<file path="src/rtl/weight_serializer.sv">
`timescale 1ns/1ps
`default_nettype none
// ============================================================================
//  Module      : weight_serializer
//  Description : Parallel-to-serial converter feeding the bit-serial weight
//                FIFO. One-word holding register plus an LSB-first shifter.
//                Each word emits 1..16 bits according to its precision field.
//                FIFO backpressure stalls the shifter without losing bits.
//  Revision    : 1.0 - initial release
// ============================================================================
module weight_serializer #(
    parameter int MAX_W = 16
) (
    input  logic             clk,
    input  logic             rst_n,
    input  logic             in_valid,
    output logic             in_ready,
    input  logic [MAX_W-1:0] in_data,
    input  logic [3:0]       in_prec,
    input  logic             fifo_full,
    output logic             wr_en,
    output logic             din,
    output logic             busy,
    output logic             word_done
);

    typedef enum logic [0:0] {
        ST_IDLE  = 1'b0,
        ST_SHIFT = 1'b1
    } state_t;

    state_t             r_state;
    state_t             w_state_nxt;

    // Holding register: one word waiting for the shifter
    logic [MAX_W-1:0]   r_hold_data;
    logic [3:0]         r_hold_prec;
    logic               r_hold_v;

    // Shifter: bit 0 is always the next bit to emit
    logic [MAX_W-1:0]   r_sh_data;
    logic [4:0]         r_bits_left;
    logic               r_word_done;

    logic               w_accept;
    logic               w_load;
    logic               w_last;
    logic [4:0]         w_hold_bits;

    assign w_accept    = in_valid && !r_hold_v;
    // A precision code of zero stands for a full 16-bit word
    assign w_hold_bits = (r_hold_prec == 4'd0) ? 5'd16 : {1'b0, r_hold_prec};

    assign in_ready    = !r_hold_v;
    assign busy        = r_hold_v || (r_state == ST_SHIFT);
    assign word_done   = r_word_done;

    // State register
    always_ff @(posedge clk or negedge rst_n) begin
        if (!rst_n) begin
            r_state <= ST_IDLE;
        end else begin
            r_state <= w_state_nxt;
        end
    end

    // Next-state, shifter load decision and serial outputs
    always_comb begin
        w_state_nxt = r_state;
        wr_en       = 1'b0;
        din         = 1'b0;
        w_load      = 1'b0;
        w_last      = 1'b0;
        case (r_state)
            ST_IDLE: begin
                if (r_hold_v) begin
                    w_load      = 1'b1;
                    w_state_nxt = ST_SHIFT;
                end
            end
            ST_SHIFT: begin
                wr_en = !fifo_full;
                // din stays valid while stalled so the FIFO sees a stable bit
                din   = r_sh_data[0];
                if (!fifo_full && (r_bits_left == 5'd1)) begin
                    w_last = 1'b1;
                    // A waiting word is loaded on the same edge: no bubble
                    if (r_hold_v) begin
                        w_load = 1'b1;
                    end else begin
                        w_state_nxt = ST_IDLE;
                    end
                end
            end
            default: begin
                w_state_nxt = ST_IDLE;
            end
        endcase
    end

    // Holding register: a new accept wins over the drain into the shifter
    always_ff @(posedge clk or negedge rst_n) begin
        if (!rst_n) begin
            r_hold_data <= '0;
            r_hold_prec <= '0;
            r_hold_v    <= 1'b0;
        end else if (w_accept) begin
            r_hold_data <= in_data;
            r_hold_prec <= in_prec;
            r_hold_v    <= 1'b1;
        end else if (w_load) begin
            r_hold_v    <= 1'b0;
        end
    end

    // Shifter: load from holding register or advance one bit per write
    always_ff @(posedge clk or negedge rst_n) begin
        if (!rst_n) begin
            r_sh_data   <= '0;
            r_bits_left <= '0;
        end else if (w_load) begin
            r_sh_data   <= r_hold_data;
            r_bits_left <= w_hold_bits;
        end else if (wr_en) begin
            r_sh_data   <= {1'b0, r_sh_data[MAX_W-1:1]};
            r_bits_left <= r_bits_left - 5'd1;
        end
    end

    // One-cycle completion pulse following the last-bit write
    always_ff @(posedge clk or negedge rst_n) begin
        if (!rst_n) begin
            r_word_done <= 1'b0;
        end else begin
            r_word_done <= w_last;
        end
    end

endmodule
`default_nettype wire

</file>
<file path="config.mk">
export PLATFORM = sky130hd
export DESIGN_NAME = weight_serializer
export DESIGN_NICKNAME = d
export VERILOG_FILES = /design/src/rtl/weight_serializer.sv
export SDC_FILE = /design/constraint.sdc
export NUM_CORES = 1
export LEC_CHECK = 0
export BUFFER_PORTS_ARGS = -buffer_cell sky130_fd_sc_hd__buf_4
export CORE_MARGIN = 5
export CORE_UTILIZATION = 42
export DETAILED_ROUTE_END_ITERATION = 10
export GPL_ROUTABILITY_DRIVEN = 0
export HOLD_SLACK_MARGIN = 0.05
export PLACE_DENSITY = 0.61
export SKIP_LAST_GASP = 1
export SLEW_MARGIN = 20
export SYNTH_ARGS = -nofsm -noshare
export SYNTH_HDL_FRONTEND = slang
export SYNTH_SLANG_ARGS = --single-unit
</file>
<file path="constraint.sdc">
create_clock -name clk -period 3.4 [get_ports clk]
set_clock_uncertainty 0.1 [all_clocks]
set_input_delay 0.17 -clock clk [delete_from_list [all_inputs] [get_ports clk]]
set_output_delay 0.17 -clock clk [all_outputs]
set_load 0.005 [all_outputs]
</file>
### After elaboration in Yosys (flattened, before gate mapping)

Index checks and enable logic that the tools add are counted.

| word-level totals | value |
|---|---|
| bits of input ports | 24 |
| bits in registers | 44 |
| word-level logic and storage cells | 34 |

| operators by class | value |
|---|---|
| multiplexer cells | 16 |
| add/subtract/negate cells | 1 |
| reductions and logical operators | 8 |
| equality and inequality tests | 1 |
| bitwise logic cells | 1 |

Operators by type and width:

| kind | number |
|---|---|
| $mux W16 | 2 |
| $mux W5 | 3 |
| $mux W1 | 9 |
| $eq A5 B1 Y1 const B | 1 |
| $sub A5 B1 Y5 const B | 1 |
| $logic_not A4 Y1 | 1 |
| $pmux W1 S2 | 2 |
| $reduce_bool A2 Y1 | 2 |
| $logic_and A1 B1 Y1 | 2 |
| $logic_not A1 Y1 | 2 |
| $logic_or A1 B1 Y1 | 1 |
| $not A1 Y1 | 1 |

### Logic depth before layout (Yosys ltp)

| depth | value |
|---|---|
| depth in word-level cells | 6 |
| mapped depth | 6 |
| gate-level depth less buffers | 5 |

### Least setup slack after synthesis

No wires, ideal clock.

| path | value |
|---|---|
| kind | reg-to-reg |
| start | register r_bits_left[0] |
| end | register r_sh_data[10] |
| stages on the path, launching flop included | 6 |
| setup slack | 1.747 ns |
| period minus slack after synthesis | 1.653 ns |
| path buffers | 1 |
| data required time | 3.175 ns |
| data arrival time | 1.428 ns |
| cell sequence | dfrtp_1 -> ha_1 -> nor4b_4 -> a21oi_2 -> buf_6 -> mux2_4 |

| between the ends | value |
|---|---|
| word-level cells in the longest chain between the ends | 5 |

Ends and longest elaborated chain:

| item | line | text |
|---|---|---|
| start: declaration | 42 | `logic [4:0] r_bits_left;` |
| start signal: assignment | 123 | `r_bits_left <= w_hold_bits;` |
| start signal: assignment | 126 | `r_bits_left <= r_bits_left - 5'd1;` |
| $eq A5 B1 Y1 * | 85 | `if (!fifo_full && (r_bits_left == 5'd1)) begin` |
| $logic_and A1 B1 Y1 * | 85 |  |
| $mux W1 * | 85 |  |
| $pmux W1 S2 * | 74 | `case (r_state)` |
| $mux W16 / $reduce_bool A2 Y1 (equally long branches) | -- |  |
| end signal: assignment | 122 | `r_sh_data <= r_hold_data;` |
| end signal: assignment | 125 | `r_sh_data <= {1'b0, r_sh_data[MAX_W-1:1]};` |
| end: declaration | 41 | `logic [MAX_W-1:0] r_sh_data;` |

Mark *: on every way between the ends. The rest lies on a longest branch, timed or not.
A chain may end at the register's enable or synchronous reset.

### Worst setup path after layout

| path | value |
|---|---|
| start | register r_state |
| end | register r_sh_data[13] |

| between the ends | value |
|---|---|
| word-level cells in the longest chain between the ends | 3 |

Ends and longest elaborated chain:

| item | line | text |
|---|---|---|
| start: declaration | 32 | `state_t r_state;` |
| start signal: assignment | 63 | `r_state <= w_state_nxt;` |
| $not A1 Y1 | -- |  |
| $pmux W1 S2 | 74 |  |
| $mux W16 / $reduce_bool A2 Y1 (equally long branches) | -- |  |

Several ways; a longest one is shown, not always the timed one.

==> metrics.md <==
| Metric | Value |
|---|---|
| Final core occ | 0.557 |
| Total GRT Usage | 0.122 |
| Max-slew violation count | 0 |
| Net switching power | 0.490 mW |
| Pint | 1.32 mW |
| Measured slew at the worst slew-check pin | 623 ps |
| CTS tree | built |
| Seq/Total Area, Yosys | 0.524 |
| Total Wirelength | 3580 um |
| CP top delay family | multiplexers |
| R2R setup slack | 1600 ps |
| Power Density | 679 nW/um^2 |
| Logic pwr share | 0.329 |
| Iteration count of the initial detailed-routing pass | 4 |
| Total number of vias | 1,252 |
| Core Footprint | 4790 um^2 |
| Final WS setup | 1600 ps |
| Arr. time, crit path | 1880 ps |
| Status | complete, no violations |
| Synthesized flop and latch total | 44 |
| Setup crit start kind | flop |
| Clk_lat worst skew | 290 ps |
| Die Area | 6510 um^2 |
| Flop pwr share | 0.488 |
| Boundary Pins | 29 |
| Htree depth | 2 |
| Synth Cell Area | 2100 um^2 |
| Starting density of the core | 0.439 |
| Place WS | 1460 ps |
| DR vias/cell | 4.76 |
| P&R area growth vs syn | 26.9% |
| Design Power | 1.81 mW |
| ANT nets after route | 0 |
| DRT iter0 DRCs | 55 |
| Worst Setup Path Type | reg2reg |
| Cell variety after synth | 31 |
| Clock share of power | 0.182 |
| PortBufs | 28 |
| Final Hold Fails | 0 |
| # rows | 25 |
| Setup TNS | 0 ps |
| Most common cell after layout, fill and taps aside | dfrtp_1 |
| Post-synth EDFFs | 0 |
| Post-Syn Instances | 143 |
| TritonCTS Buffers | 5 |
| Max Fclk | 0.555 GHz |
| # DRC | 0 |
| Die Y | 80.7 um |
| CP bufs+invs | 0 |
| Worst path cell trace | nand2b_2 > mux2_2 > mux2_4 |
| Clock transition at path regs | 80 ps |
| Syn_nets | 169 |
| Clk sink count | 44 |
| Share of post-route cells with drive strength above 1 | 0.480 |
| Post-Place Cells | 234 |
| RSZ-0062 raised after global routing | false |
| Die X | 80.7 um |
| Wire per inst | 13.6 um |
| Clk root buf | clkbuf_8 |
| Initial antenna violation count | 0 |
| Nets@finish | 221 |
| Commonest cells after routing, fill and taps aside | dfrtp_1, mux2_2, buf_4, dlygate4sd3_1, mux2_4 |
| Critical Path Fanout Max | 21 |
| N_diodes | 0 |
| Leak Pwr | 1.26 nW |
| First-pass GRT wire length | 6090 um |
| Peak VDD IR | 0.368 mV |
| Post-synth ARST share | 1.00 |
| Avg Cell Area, Syn | 14.7 um^2 |
| Post-CTS setup buffers | 0 |
| Remaining Overflow, GRT | 0 |
| CTS max path bufs | 2 |
| Fin crit share | 0.530 |
| Synth warn | 0 |
| Top FF cell, synth | dfrtp_1 |
| CP max-delay cell | dfrtp_1 |
| Pin count of the biggest net entering global routing | 45 |
| Hold Path Class | in2reg |
| Cell Count, Final, Fillers Out | 263 |
| Max Cap Violations | 0 |
| Final Setup Violations | 0 |
| Net Sw Frac | 0.271 |
| Vias in the first global route | 1,341 |
| Critical Path RT | 3480 ps |
| Post-DP HPWL | 2470 um |
| Crit path largest cell delay | 490 ps |
| Final min period | 1800 ps |
| Max-slew headroom | 0.584 |
| Setup crit end kind | flop |
## metal layers
metal / vias to the layer above / track usage / wire (um)
met5: - / 0 / 0
li1: 606 / - / -
met2: 22 / 0.210 / 1840
met3: 5 / 0.0392 / 179
met1: 619 / 0.143 / 1520
met4: 0 / 0.0405 / 38
## metrics by stage
step	hold slack, ps	instance area [um^2]
floorplan	-226	2100
global placement	92.2	2360
detailed placement	103	2360
CTS	147	2660
global route	187	2670
finish	162	2670
## worst reg2reg max path: stages (launching register included)
cell	delay, ps
dfrtp_1	490
nand2b_2	440
mux2_2	410
mux2_4	260
## cells by family (layout without fill, tap and decap cells)
| kind of cell | count (synthesis) | in the layout | synth area share |
|---|---|---|---|
| multiplexers | 55 | 55 | 0.324 |
| AO/OA/AOI/OAI | 10 | 10 | 0.0346 |
| adder cells (fa/ha/maj) | 2 | 2 | 0.0119 |
| XOR/XNOR | 2 | 2 | 0.00834 |
| AND/OR/NAND/NOR | 18 | 18 | 0.0602 |
| buffers and inverters | 12 | 65 | 0.0369 |
| flip-flops | 44 | 44 | 0.524 |
## Yosys cell counts (2+ instances only)
master | n | area, um^2
inv_1 | 6 | 22.5
o21ai_0 | 2 | 10.0
nand2_1 | 3 | 11.3
dfrtp_1 | 44 | 1100
xnor2_1 | 2 | 17.5
buf_6 | 4 | 45.0
mux2i_1 | 3 | 30.0
mux2_2 | 35 | 394
buf_2 | 2 | 10.0
mux2_4 | 17 | 255
ha_1 | 2 | 25.0
nor2b_1 | 4 | 25.0
## power by group through the flow
stage / registers (mW) / clock network (mW) / logic [mW]
3_3_place_gp: 0.883 / 0 / 0.564
5_1_grt: 0.913 / 0.368 / 0.656
4_1_cts: 0.884 / 0.352 / 0.605
2_1_floorplan: 0.849 / 0 / 0.486
3_5_place_dp: 0.896 / 0 / 0.585
6_report: 0.884 / 0.330 / 0.596
## path summary, 6_finish.rpt
path,from,depth (start not counted),to
setup / recovery,r_state,3,r_sh_data[13]
hold / removal,fifo_full,4,r_bits_left[3]
setup reg to reg,r_state,3,r_sh_data[13]
hold reg to reg,r_hold_data[3],1,r_sh_data[3]
max in group asynchronous,rst_n,2,r_hold_data[9]
min in group asynchronous,rst_n,2,r_sh_data[0]
## cell type report
type                            count  area (um^2)
Clock inverter                      1         7.51
Sequential cell                    44         1100
Multi-Input combinational cell     87          928
Inverter                            6         22.5
Fill cell                         417         2120
Timing Repair Buffer               51          435
Tap cell                           67         83.8
Clock buffer                        7         86.3
## registers in the layout, summed over array words and instances, names as in the netlist
register,cells
r_state,1
word_done,1
r_bits_left,5
r_hold_prec,4
r_sh_data,16
r_hold_v,1
r_hold_data,16
## what timing repair did
item | CTS | global route
endpoints found under the setup margin | 0 | 0
hold buffers | 21 | 0
endpoints found under the hold margin | 64 | 0
resized for setup | 0 | 0
Note: power is estimated with default switching activity, not from simulation.
